**config.mk**
```make
export PLATFORM = sky130hd
export DESIGN_NAME = pong_round_controller
export DESIGN_NICKNAME = d
export VERILOG_FILES = /design/src/rtl/pong_pkg.sv /design/src/rtl/pong_round_controller_frame_down_counter.sv /design/src/rtl/pong_round_controller.sv
export SDC_FILE = /design/constraint.sdc
export NUM_CORES = 1
export LEC_CHECK = 0
export ABC_AREA = 1
export CAP_MARGIN = 20
export CORE_ASPECT_RATIO = 1.1
export CORE_UTILIZATION = 65
export DETAILED_ROUTE_END_ITERATION = 8
export DONT_BUFFER_PORTS = 1
export PLACE_DENSITY = 0.81
export SYNTH_ARGS = -nofsm -noshare
export SYNTH_HDL_FRONTEND = slang
export SYNTH_SLANG_ARGS = --single-unit
```
**constraint.sdc**
```tcl
create_clock -name clock -period 4 [get_ports clock]
set_clock_uncertainty 0.1 [all_clocks]
set_input_delay 0.4 -clock clock [delete_from_list [all_inputs] [get_ports clock]]
set_output_delay 0.4 -clock clock [all_outputs]
set_load 0.02 [all_outputs]
```
**src/rtl/pong_pkg.sv**
```systemverilog
// Shared types and constants for the Pong round controller and its frame counters.
package pong_pkg;

  typedef enum logic [2:0] {
    ST_IDLE        = 3'd0,
    ST_SERVE_WAIT  = 3'd1,
    ST_SERVE_DELAY = 3'd2,
    ST_PLAY        = 3'd3,
    ST_POINT       = 3'd4,
    ST_OVER        = 3'd5
  } state_e;

  localparam int SCORE_W_DEF = 4;
  localparam int CNT_W       = 16;

  typedef logic [SCORE_W_DEF-1:0] score_t;

endpackage

```
**src/rtl/pong_round_controller_frame_down_counter.sv**
```systemverilog
// Loadable frame down-counter: decrements on each frame tick, flags zero and the expiring tick.
module frame_down_counter
  import pong_pkg::*;
#(
  parameter int W = CNT_W
) (
  input  logic         clock,
  input  logic         reset_n,
  input  logic         load,
  input  logic [W-1:0] load_val,
  input  logic         tick,
  output logic         zero,
  output logic         expire
);

  logic [W-1:0] count_q, count_d;

  always_comb begin
    count_d = count_q;
    if (load) begin
      count_d = load_val;
    end else if (tick && (count_q != '0)) begin
      count_d = count_q - 1'b1;
    end
  end

  always_ff @(posedge clock or negedge reset_n) begin
    if (!reset_n) begin
      count_q <= '0;
    end else begin
      count_q <= count_d;
    end
  end

  assign zero   = (count_q == '0);
  // expire marks the tick that takes the count from 1 to 0, so the caller moves on that edge
  assign expire = !load && tick && (count_q == W'(1));

endmodule

```
**src/rtl/pong_round_controller.sv**
```systemverilog
// Pong round/match sequencer: serve handshake, serve delay, scoring and match-over.
// Optional auto-serve timeout in SERVE_WAIT is enabled by defining PONG_SERVE_TIMEOUT_EN.
//
// state        | meaning
// IDLE         | power-up, waiting for first button press
// SERVE_WAIT   | ball held at centre, waiting for the server
// SERVE_DELAY  | serve accepted, counting frames before launch
// PLAY         | ball in motion
// POINT        | one cycle, credit the scorer
// OVER         | match finished, scores frozen
module pong_round_controller
  import pong_pkg::*;
#(
  parameter int SCORE_W              = 4,
  parameter int WIN_SCORE            = 7,
  parameter int SERVE_DELAY_FRAMES   = 60,
  parameter int SERVE_TIMEOUT_FRAMES = 300
) (
  input  logic               clock,
  input  logic               reset_n,
  input  logic               update_screen,
  input  logic               arcade_button_pressed,
  input  logic               remote_serve,
  input  logic               is_left_player,
  input  logic               miss_left,
  input  logic               miss_right,
  output logic               paddle_step,
  output logic               ball_step,
  output logic               ball_reset,
  output logic               serve_left,
  output logic [SCORE_W-1:0] score_left,
  output logic [SCORE_W-1:0] score_right,
  output logic               game_over,
  output logic               winner_left,
  output logic [2:0]         state_o
);

  if (WIN_SCORE < 1 || WIN_SCORE > (2**SCORE_W) - 1) begin : g_bad_win_score
    $error("WIN_SCORE out of range for SCORE_W");
  end
  if (SERVE_DELAY_FRAMES < 1) begin : g_bad_serve_delay
    $error("SERVE_DELAY_FRAMES must be at least 1");
  end

  localparam logic [SCORE_W-1:0] WIN_Q = SCORE_W'(WIN_SCORE);

  state_e             state_q, state_d;
  logic               btn_q;
  logic               serve_left_q, serve_left_d;
  logic               credit_left_q, credit_left_d;
  logic               winner_left_q, winner_left_d;
  logic               paddle_step_q, paddle_step_d;
  logic               ball_step_q, ball_step_d;
  logic               ball_reset_q, ball_reset_d;
  logic               game_over_q, game_over_d;
  logic [SCORE_W-1:0] score_left_q, score_left_d;
  logic [SCORE_W-1:0] score_right_q, score_right_d;
  logic [SCORE_W-1:0] score_inc;

  logic btn_evt, local_serve, remote_ok;
  logic delay_load, delay_zero, delay_expire;
  logic timeout_fire;

  assign btn_evt     = arcade_button_pressed && !btn_q;
  assign local_serve = btn_evt && (serve_left_q == is_left_player);
  assign remote_ok   = remote_serve && (serve_left_q != is_left_player);
  assign score_inc   = credit_left_q ? score_left_q : score_right_q;

  frame_down_counter #(.W(CNT_W)) u_delay_cnt (
    .clock    (clock),
    .reset_n  (reset_n),
    .load     (delay_load),
    .load_val (CNT_W'(SERVE_DELAY_FRAMES)),
    .tick     (update_screen),
    .zero     (delay_zero),
    .expire   (delay_expire)
  );

`ifdef PONG_SERVE_TIMEOUT_EN
  logic timeout_load, timeout_zero, timeout_expire;
  assign timeout_load = (state_d == ST_SERVE_WAIT) && (state_q != ST_SERVE_WAIT);
  assign timeout_fire = timeout_expire || timeout_zero;

  frame_down_counter #(.W(CNT_W)) u_timeout_cnt (
    .clock    (clock),
    .reset_n  (reset_n),
    .load     (timeout_load),
    .load_val (CNT_W'(SERVE_TIMEOUT_FRAMES)),
    .tick     (update_screen),
    .zero     (timeout_zero),
    .expire   (timeout_expire)
  );
`else
  assign timeout_fire = 1'b0;
`endif

  always_comb begin
    state_d       = state_q;
    serve_left_d  = serve_left_q;
    credit_left_d = credit_left_q;
    winner_left_d = winner_left_q;
    score_left_d  = score_left_q;
    score_right_d = score_right_q;
    delay_load    = 1'b0;

    case (state_q)
      ST_IDLE: begin
        score_left_d  = '0;
        score_right_d = '0;
        if (btn_evt) state_d = ST_SERVE_WAIT;
      end
      ST_SERVE_WAIT: begin
        if (local_serve || remote_ok || timeout_fire) begin
          state_d    = ST_SERVE_DELAY;
          delay_load = 1'b1;
        end
      end
      ST_SERVE_DELAY: begin
        if (delay_expire || delay_zero) state_d = ST_PLAY;
      end
      ST_PLAY: begin
        if (miss_left && miss_right) begin
          state_d = ST_SERVE_WAIT;
        end else if (miss_left) begin
          credit_left_d = 1'b0;
          state_d       = ST_POINT;
        end else if (miss_right) begin
          credit_left_d = 1'b1;
          state_d       = ST_POINT;
        end
      end
      ST_POINT: begin
        // saturating increment keeps the score from wrapping
        if (score_inc != '1) begin
          if (credit_left_q) score_left_d  = score_left_q + 1'b1;
          else               score_right_d = score_right_q + 1'b1;
        end
        if ((credit_left_q ? score_left_d : score_right_d) == WIN_Q) begin
          state_d       = ST_OVER;
          winner_left_d = credit_left_q;
        end else begin
          state_d      = ST_SERVE_WAIT;
          serve_left_d = !credit_left_q;
        end
      end
      ST_OVER: begin
        if (btn_evt) begin
          state_d       = ST_SERVE_WAIT;
          score_left_d  = '0;
          score_right_d = '0;
          serve_left_d  = 1'b1;
          winner_left_d = 1'b0;
        end
      end
      default: state_d = ST_IDLE;
    endcase

    paddle_step_d = update_screen && (state_d != ST_OVER);
    ball_step_d   = update_screen && (state_q == ST_PLAY) && (state_d == ST_PLAY);
    ball_reset_d  = (state_d != ST_PLAY);
    game_over_d   = (state_d == ST_OVER);
  end

  always_ff @(posedge clock or negedge reset_n) begin
    if (!reset_n) begin
      state_q       <= ST_IDLE;
      btn_q         <= 1'b0;
      serve_left_q  <= 1'b1;
      credit_left_q <= 1'b0;
      winner_left_q <= 1'b0;
      paddle_step_q <= 1'b0;
      ball_step_q   <= 1'b0;
      ball_reset_q  <= 1'b1;
      game_over_q   <= 1'b0;
      score_left_q  <= '0;
      score_right_q <= '0;
    end else begin
      state_q       <= state_d;
      btn_q         <= arcade_button_pressed;
      serve_left_q  <= serve_left_d;
      credit_left_q <= credit_left_d;
      winner_left_q <= winner_left_d;
      paddle_step_q <= paddle_step_d;
      ball_step_q   <= ball_step_d;
      ball_reset_q  <= ball_reset_d;
      game_over_q   <= game_over_d;
      score_left_q  <= score_left_d;
      score_right_q <= score_right_d;
    end
  end

  assign paddle_step = paddle_step_q;
  assign ball_step   = ball_step_q;
  assign ball_reset  = ball_reset_q;
  assign serve_left  = serve_left_q;
  assign score_left  = score_left_q;
  assign score_right = score_right_q;
  assign game_over   = game_over_q;
  assign winner_left = winner_left_q;
  assign state_o     = state_q;

endmodule

```
### Word-level counts from Yosys, hierarchy flattened

Cells that the tools add are included.

| word-level totals | value |
|---|---|
| memory bits (read-only) | 0 |
| memories kept | 0 |
| RAM bits | 0 |
| bits in registers | 35 |
| logic and storage cells | 91 |
| bits in latches | 0 |
| input bits | 8 |
| output and inout port bits | 17 |

| operators by class | value |
|---|---|
| multipliers | 0 |
| $add $sub $neg | 3 |
| reductions and logical operators | 27 |
| order comparisons | 0 |
| shifts and indexed selects | 0 |
| muxes and demuxes | 31 |
| equality and inequality tests | 17 |
| bitwise operators | 1 |
| div/mod/pow operators | 0 |

Operator list:

| kind | number |
|---|---|
| 2-to-1 mux 4 bit | 9 |
| 2-to-1 mux 16 bit | 2 |
| one-hot mux 4 bit (3 select lines) | 2 |
| 2-to-1 mux 3 bit | 7 |
| equality test 16 x 1 -> 1 bit, second input constant | 1 |
| logical NOT 16 bit | 1 |
| nonzero test 16 bit | 1 |
| subtractor 16 x 1 -> 16 bit, second input constant | 1 |
| one-hot mux 3 bit (5 select lines) | 1 |
| logical AND 1 bit | 10 |
| equality test 3 x 2 -> 1 bit, second input constant | 3 |
| equality test 3 bit, second input constant | 3 |
| AND reduction 3 bit | 3 |
| adder 4 x 1 -> 4 bit, second input constant | 2 |
| 2-to-1 mux 1 bit | 8 |
| inequality test 2 bit, second input constant | 3 |
| nonzero test 2 bit | 3 |
| equality test 4 x 3 -> 1 bit, second input constant | 1 |
| inequality test 4 bit, second input constant | 1 |
| one-hot mux 1 bit (2 select lines) | 2 |
| equality test 3 x 1 -> 1 bit, second input constant | 1 |
| logical NOT 1 bit | 3 |
| logical NOT 3 bit | 1 |
| inequality test 3 x 2 -> 1 bit, second input constant | 1 |
| 8 further kinds | 9 |

### Depth between registers and ports, before layout

Gate-level depths: netlist (run 1).

| depth | value |
|---|---|
| word-level depth | 14 |
| mapped depth | 14 |
| mapped depth without buffers | 14 |

### Modules after synthesis

Synthesis (run 1) repeated with hierarchy kept, for this count alone.

| unflattened totals | value |
|---|---|
| cells, all modules | 346 |
| area total of the unflattened synthesis | 2,427.3 µm² |

By module, submodules not included:

| module | instances | area each (µm²) | cells each | sequential area each (µm²) |
|---|---|---|---|---|
| frame_down_counter | 1 | 1,247.4 | 191 | 400.4 |
| pong_round_controller | 1 | 1,179.9 | 155 | 478.0 |

### Worst setup path after synthesis (run 1)

OpenSTA, ideal clock, no wires.

| path | value |
|---|---|
| kind | flip-flop to flip-flop |
| start point | reg serve_left_q, in the netlist serve_left |
| end point | reg u_delay_cnt.count_q[12] |
| required time | 3.773 ns |
| path buffers | 1 |
| setup time | 0.127 ns |
| period minus slack after synthesis | 1.679 ns |
| cell stages (with the launch flop) | 8 |
| path slack | 2.321 ns |
| arrival | 1.452 ns |
| cell sequence | dfstp_2 > xor2_1 > o21ai_1 > nor2_4 > clkinv_2 > buf_2 > nand4_1 > o21ai_0 |

| between the ends | value |
|---|---|
| longest elaborated chain between the ends | 6 |
| elaborated cells on any way between the ends | 9 |
| classes of those cells | 2 x eq/ne; 3 x mux; 4 x reduce/logical |

Ends and longest elaborated chain:

| what | line | text |
|---|---|---|
| from (decl) | pong_round_controller.sv:49 | `logic serve_left_q, serve_left_d;` |
| from (signal assigned) | pong_round_controller.sv:180 | `serve_left_q <= serve_left_d;` |
| equality test 1 bit or inequality test 1 bit (tied branches) | pong_round_controller.sv:65, pong_round_controller.sv:66 |  |
| logical AND 1 bit, on equally long branches | pong_round_controller.sv:65, pong_round_controller.sv:66 |  |
| logical OR 1 bit (*) | pong_round_controller.sv:113 | `if (local_serve \|\| remote_ok \|\| timeout_fire) begin` |
| 2-to-1 mux 1 bit (*) | pong_round_controller.sv:113 |  |
| 2-to-1 mux 1 bit (*) | pong_round_controller.sv:106 | `case (state_q)` |
| 2-to-1 mux 16 bit or nonzero test 2 bit (tied branches) | -- |  |
| to (signal assigned) | pong_round_controller_frame_down_counter.sv:31 | `count_q <= count_d;` |
| to (decl) | pong_round_controller_frame_down_counter.sv:16 | `logic [W-1:0] count_q, count_d;` |

Every way passes the cells marked *; elsewhere a longest branch is shown, timed or not.
A chain may end at the register's enable or synchronous reset.

### Final worst setup path (run 1)

| path | value |
|---|---|
| start point | reg serve_left_q, in the netlist serve_left |
| end point | reg u_delay_cnt.count_q[9] |

Same word-level chain as after synthesis.

==> results.yml, run 1 <==
timing:
  whs_ns: 0.0460
  fin_crit_sh: 0.499
  slew_violations: 0
  worst_pin_slew_ns: 0.459
  finalHoldViolCount: 0
  setup_tns_ns: 0
  period_minus_slack_ns: 2.00
  rsz0062_at_grt: "no"
  setup_viol: 0
  slew_headroom: 0.694
  fmax_mhz: 501
logic_synthesis:
  synth_common_cells: "nand2_1, inv_1, dfrtp_1"
  synth_adder_area_share: 0.0344
  yosysTopAreaCellShare: 0.379
  synth_most_common_cell: "nand2_1"
  synth_area_mm2: 0.00218
  synth_compound_area_frac: 0.108
  synth.area.mux_share: 0
  synth_top_family_by_area: "simple AND/OR/NAND/NOR gates"
  postSynthCellCount: 288
  synth_xor_xnor_area_share: 0.0281
  yosysWarnings: 0
  synth_seq_cells: 35
  ys_seq_area_frac: 0.403
  yosysTopAreaCell: "dfrtp_1"
  synth_edf_count: 0
  async_flop_share: 1.00
  ys.flop_type: "dfrtp_1"
  synthTopCellsByArea: "dfrtp_1, nand2_1, inv_1"
  avgSynthCellArea_um2: 7.57
  syn_nets: 302
  synth_simple_gate_area_frac: 0.329
  yosysUniqueCellTypes: 33
critical_path:
  start_kind: "flop"
  r2r_start: "serve_left"
  worstPathRequired_ns: 4.14
  critPathSlowestCell: "dfstp_2"
  arrival_ns: 2.14
  crit_start: "serve_left"
  path_common_cell: "o21ai_1"
  critPathTopFamily: "flip-flops"
  worstPathCellList: "xor2_1 -> o21ai_1 -> nor2_4 -> clkinv_2 -> nand2_4 -> inv_2 -> o21ai_1 -> a21oi_1"
  end_kind: "flop"
  path_class: "flop to flop"
  critical_path_buf_inv_count: 2
  max_stage_delay_ns: 0.62
  path_max_fanout: 14
pwr:
  vdd_drop_max_mv: 0.327
  leakagePower_nw: 1.15
  power_density_mw_per_mm2: 572
clock_network:
  cts-htree-levels: 2
  cts_tree: "yes"
  post_cts.repair.setup_buffers: 0
  clockBufferDepth: 2
  clk_latency_ns: 0.35
  cts.repair.resized: 0
  cts_num_sinks: 35
  numCtsBuffers: 5
  cts.clk_slew.worst_paths_ns: 0.11
  cts_root_buf: "clkbuf_4"
route:
  ant_nets: 0
  drc: 2
  vias: 1874
  wirelength_um: 4430
  dr.pass1.iters: 6
  via_per_inst: 5.66
  wl_per_cell_um: 13.4
  first_iter_violations: 154
cells_and_area:
  drive_gt1_frac: 0.155
  diodes: 0
  nNetsFinal: 310
  syn_to_final_growth_pct: 5.51
  stdcell_area_mm2: 0.00230
  fin_util: 0.735
global_route:
  grt_pass1_vias: 1767
  gr-usage-met2: 0.484
  gr-usage-all-layers: 0.286
  grt_util_met3: 0.0807
  grt_pass1_wl_um: 7730
  grt.met1_usage: 0.342
  grt_max_degree: 36
  grt_busiest_layer: "met2"
  overflow: 0
  antenna_found_initial: 0
placement:
  gp_congestion: 0.916
  port_buffers: 0
  placed_area_mm2: 0.00221
  place_hpwl_um: 3260
floorplanning:
  chipWidth_um: 57.2
  start_util: 0.697
  ioPinCount: 25
  dieArea_mm2: 0.00359
  die_y_um: 62.7
  num_rows: 21
  core_mm2: 0.00313
hold_path:
  hp-class: "primary input to flop"
  worstHoldStart: "update_screen"
job:
  maxCapViolCount: 0
status:
  status: "finished, violations left"
  violations: "design-rule violations"
==> worst reg2reg max path, cell delays in order, from the launching register on <==
cell      delay, ns
dfstp_2        0.62
xor2_1         0.20
o21ai_1        0.14
nor2_4         0.18
clkinv_2       0.23
nand2_4        0.18
inv_2          0.06
o21ai_1        0.11
a21oi_1        0.07
==> state kept, by name, indices dropped and copies added (netlist names) <==
signal / cells
score_left: 4
state_o: 3
u_delay_cnt.count_q: 16
btn_q: 1
ball_reset: 1
paddle_step: 1
score_right: 4
game_over: 1
ball_step: 1
serve_left: 1
credit_left_q: 1
winner_left: 1
==> per-stage QoR <==
| stage | total power, mW | setup slack [ns] | instances |
|---|---|---|---|
| after floorplan | 1.01 | 2.32 | 288 |
| after global placement | 1.11 | 2.08 | 320 |
| after detailed placement | 1.11 | 2.03 | 320 |
| after CTS | 1.32 | 2.02 | 331 |
| after global routing | 1.43 | 1.82 | 331 |
| final | 1.32 | 2.00 | 331 |
==> cell type report <==
type | count | area, µm²
clock buffer | 6 | 41.3
clock inverter | 2 | 12.5
fill | 254 | 827
inverter | 51 | 195
multi-input combinational | 200 | 1090
sequential | 35 | 878
tap | 34 | 42.5
timing repair buffer | 3 | 40.0
==> final timing paths <==
| check | to | slack, ns | cells after the start |
|---|---|---|---|
| max | u_delay_cnt.count_q[9] | 2.00 | 8 |
| min | paddle_step | 0.05 | 2 |
| max reg2reg | u_delay_cnt.count_q[9] | 2.00 | 8 |
| min reg2reg | u_delay_cnt.count_q[5] | 0.40 | 2 |
| max in group asynchronous | ball_reset | 3.15 | 2 |
| min in group asynchronous | score_left[1] | 0.40 | 2 |
==> report_power, final <==
part / internal (mW) / leakage, nW / switching (mW)
registers: 0.444 / 0.454 / 0.144
logic: 0.178 / 0.666 / 0.356
clock network: 0.0678 / 0.0282 / 0.125
total: 0.690 / 1.15 / 0.626
==> per-layer routing <==
metal,part of all wire,wire length [µm],vias to the layer above
met5,0,0,-
met4,0.016,70,0
met3,0.046,203,7
met2,0.51,2250,38
met1,0.43,1910,887
li1,-,-,942
==> kinds of logic after synthesis <==
logic type      after synthesis
buf+inv                      53
simple gates                145
flops                        35
compound gates               42
xor+xnor                      7
fa+ha+maj                     6
==> cell usage in the layout (no fill, tap or decap) <==
| cell type | synthesis | layout |
|---|---|---|
| a21oi_1 | 4 | 4 |
| a22oi_1 | 2 | 2 |
| buf_12 | 0 | 1 |
| clkbuf_1 | 0 | 1 |
| clkbuf_4 | 0 | 5 |
| clkinv_1 | 3 | 3 |
| clkinv_2 | 1 | 2 |
| clkinvlp_4 | 0 | 1 |
| dfrtp_1 | 33 | 33 |
| dfstp_2 | 2 | 2 |
| dlygate4sd3_1 | 0 | 2 |
| ha_1 | 6 | 6 |
| inv_1 | 36 | 36 |
| inv_2 | 10 | 10 |
| inv_4 | 1 | 1 |
| nand2_1 | 59 | 59 |
| nand2_2 | 8 | 8 |
| nand2_4 | 5 | 5 |
| nand3_1 | 18 | 18 |
| nand3_2 | 3 | 3 |
| nand3b_1 | 2 | 2 |
| nand4_1 | 8 | 8 |
| nor2_1 | 30 | 30 |
| nor2_2 | 2 | 2 |
| nor2_4 | 3 | 3 |
| nor3_1 | 5 | 5 |
| nor3_2 | 2 | 2 |
| o21a_1 | 1 | 1 |
| o21ai_0 | 18 | 18 |
| o21ai_1 | 7 | 7 |
| o21ai_2 | 1 | 1 |
| o22ai_1 | 7 | 7 |
| o311ai_1 | 1 | 1 |
| o31ai_1 | 1 | 1 |
| xnor2_1 | 5 | 5 |
| xor2_1 | 2 | 2 |
==> repair_timing <==
item	CTS	global route
hold endpoints to repair	36	0
hold buffers	3	0
setup endpoints to repair	0	0
(Power assumes the default switching activity.)
==> inputs of run 2 (changes only) <==
--- a/config.mk
+++ b/config.mk
@@ -8,10 +8,10 @@
 export ABC_AREA = 1
 export CAP_MARGIN = 20
 export CORE_ASPECT_RATIO = 1.1
-export CORE_UTILIZATION = 65
+export CORE_UTILIZATION = 63
 export DETAILED_ROUTE_END_ITERATION = 8
 export DONT_BUFFER_PORTS = 1
-export PLACE_DENSITY = 0.81
+export PLACE_DENSITY = 0.79
 export SYNTH_ARGS = -nofsm -noshare
 export SYNTH_HDL_FRONTEND = slang
 export SYNTH_SLANG_ARGS = --single-unit
==> constraint.sdc (replaced) <==
create_clock -name clock -period 2.1 [get_ports clock]
set_clock_uncertainty 0.1 [all_clocks]
set_input_delay 0.21 -clock clock [delete_from_list [all_inputs] [get_ports clock]]
set_output_delay 0.21 -clock clock [all_outputs]
set_load 0.02 [all_outputs]
==> results.yml, run 2 (synthesis gave the netlist of run 1 again) <==
route:
  drc: 0
  first_iter_violations: 107
  vias: 1869
  dr.pass1.iters: 4
  wl_per_cell_um: 12.8
  ant_nets: 0
  wirelength_um: 4470
  via_per_inst: 5.36
job:
  maxCapViolCount: 0
pwr:
  vdd_drop_max_mv: 0.809
  p_clk_frac: 0.150
  swShare: 0.466
  seq_power_share: 0.422
  power.switching_mw: 1.19
  power_density_mw_per_mm2: 1080
  p_int_mw: 1.37
  pwr-share-comb: 0.427
  leakagePower_nw: 1.18
timing:
  worst_pin_slew_ns: 0.487
  fin_crit_sh: 0.912
  slew_headroom: 0.675
  rsz0062_at_grt: "no"
  period_minus_slack_ns: 1.91
  fmax_mhz: 522
  setup_viol: 0
  setup_tns_ns: 0
  finalHoldViolCount: 0
  slew_violations: 0
placement:
  dp_cells: 337
  gp_congestion: 0.877
  place_hpwl_um: 3240
  port_buffers: 0
global_route:
  antenna_found_initial: 0
  grt_pass1_wl_um: 7770
  gr-usage-all-layers: 0.274
  overflow: 0
  grt_pass1_vias: 1886
  grt_max_degree: 36
clock_network:
  cts_root_buf: "clkbuf_4"
  clockBufferDepth: 2
  cts_tree: "yes"
  cts.clk_slew.worst_paths_ns: 0.10
  cts_num_sinks: 35
  numCtsBuffers: 5
  cts-htree-levels: 2
  clk_latency_ns: 0.35
cells_and_area:
  fin_util: 0.710
  multi_input_area_mm2: 0.00109
  drive_gt1_frac: 0.163
  layout_common_cells: "nand2_1, inv_1, dfrtp_1, nor2_1"
  syn_to_final_growth_pct: 8.44
  largest_reg_flops: 16
  top_register: "u_delay_cnt.count_q"
  seq_area_um2: 878
  nNetsFinal: 315
  fillCellCount: 273
  diodes: 0
  mostFrequentLayoutCell: "nand2_1"
  instances_no_fill: 349
critical_path:
  arrival_ns: 2.09
  worstPathRequired_ns: 2.27
  reg2reg_slack_ns: 0.19
  path_max_fanout: 14
  end_kind: "flop"
  start_kind: "flop"
  path_class: "flop to flop"
floorplanning:
  dieArea_mm2: 0.00370
  die_y_um: 63.7
  core_mm2: 0.00333
  ioPinCount: 25
  start_util: 0.654
  num_rows: 22
  chipWidth_um: 58.1
hold_path:
  hp-class: "primary input to flop"
status:
  status: "finished clean"
run 2: cell count changes in the layout (fill, tap and decap cells not counted):
| cell | change |
|---|---|
| buf_4 | +3 |
| clkbuf_1 | -1 |
| clkbuf_8 | +1 |
| clkinv_2 | -1 |
| clkinvlp_4 | -1 |
| dlygate4sd3_1 | +2 |
| inv_4 | +1 |
run 2: stage by stage:
| step | area (µm²) | hold slack [ns] | setup WS (ns) | power [mW] |
|---|---|---|---|---|
| floorplan | 2180 | -0.186 | 0.421 | 1.92 |
| global placement | 2250 | -0.185 | 0.157 | 2.12 |
| detailed placement | 2250 | -0.185 | 0.0980 | 2.14 |
| CTS | 2360 | 0.00921 | 0.0883 | 2.55 |
| global route | 2360 | 0.0104 | 0.0148 | 2.77 |
| finish | 2360 | 0.0251 | 0.185 | 2.56 |
run 2: final cells by class:
type,instances,area share
clock buffer,6,0.0217
clock inverter,1,0.00212
inverter,51,0.0831
multi-input combinational,200,0.461
sequential,35,0.372
tap,48,0.0254
timing repair buffer,8,0.0349
run 2: power groups by stage:
stage               Clock [mW]  Combinational [mW]  Sequential [mW]
floorplan                    0               0.854             1.07
global placement             0                1.03             1.09
detailed placement           0                1.05             1.09
CTS                      0.388                1.09             1.08
global route             0.415                1.25             1.10
finish                   0.385                1.09             1.08
run 2: metal layers:
layer	wire [µm]	up-vias	track usage
li1	-	951	-
met1	2130	862	0.367
met2	2100	50	0.430
met3	189	6	0.0698
met4	46	0	0.0952
met5	0	-	0
run 2: worst paths after layout:
| path | from | end | depth (start not counted) |
|---|---|---|---|
| worst max-delay path | serve_left | ball_step | 11 |
| worst min-delay path | miss_left | state_o[2] | 2 |
| worst max register to register | serve_left | ball_step | 11 |
| worst min register to register | u_delay_cnt.count_q[5] | u_delay_cnt.count_q[5] | 2 |
| max in group asynchronous | reset_n | ball_reset | 2 |
| min in group asynchronous | reset_n | score_left[2] | 2 |
run 2: worst max-delay path, cell delays in order, from the launching register on:
cell and delay (ns):
dfstp_2 0.62, xor2_1 0.19, nand2_1 0.07, o21ai_1 0.17
nor2_4 0.09, inv_4 0.16, nand2_1 0.08, nand2_1 0.07
nand2_1 0.06, nand2_1 0.06, nand2_1 0.06, nor2_1 0.09
run 2: timing repair:
action	4_1_cts	5_1_grt
gates resized for setup	0	1
endpoints found under the setup margin	0	2
hold endpoints to repair	40	0
setup buffers	0	0
hold buffers	5	0
==> inputs of run 3 (changes only) <==
--- a/config.mk
+++ b/config.mk
@@ -6,12 +6,13 @@
 export NUM_CORES = 1
 export LEC_CHECK = 0
 export ABC_AREA = 1
-export CAP_MARGIN = 20
+export CAP_MARGIN = 40
 export CORE_ASPECT_RATIO = 1.1
 export CORE_UTILIZATION = 63
 export DETAILED_ROUTE_END_ITERATION = 8
 export DONT_BUFFER_PORTS = 1
 export PLACE_DENSITY = 0.79
+export SLEW_MARGIN = 15
 export SYNTH_ARGS = -nofsm -noshare
 export SYNTH_HDL_FRONTEND = slang
 export SYNTH_SLANG_ARGS = --single-unit
==> results of run 3 <==
Same layout as run 2: the final DEF is identical, and so are final timing and power.
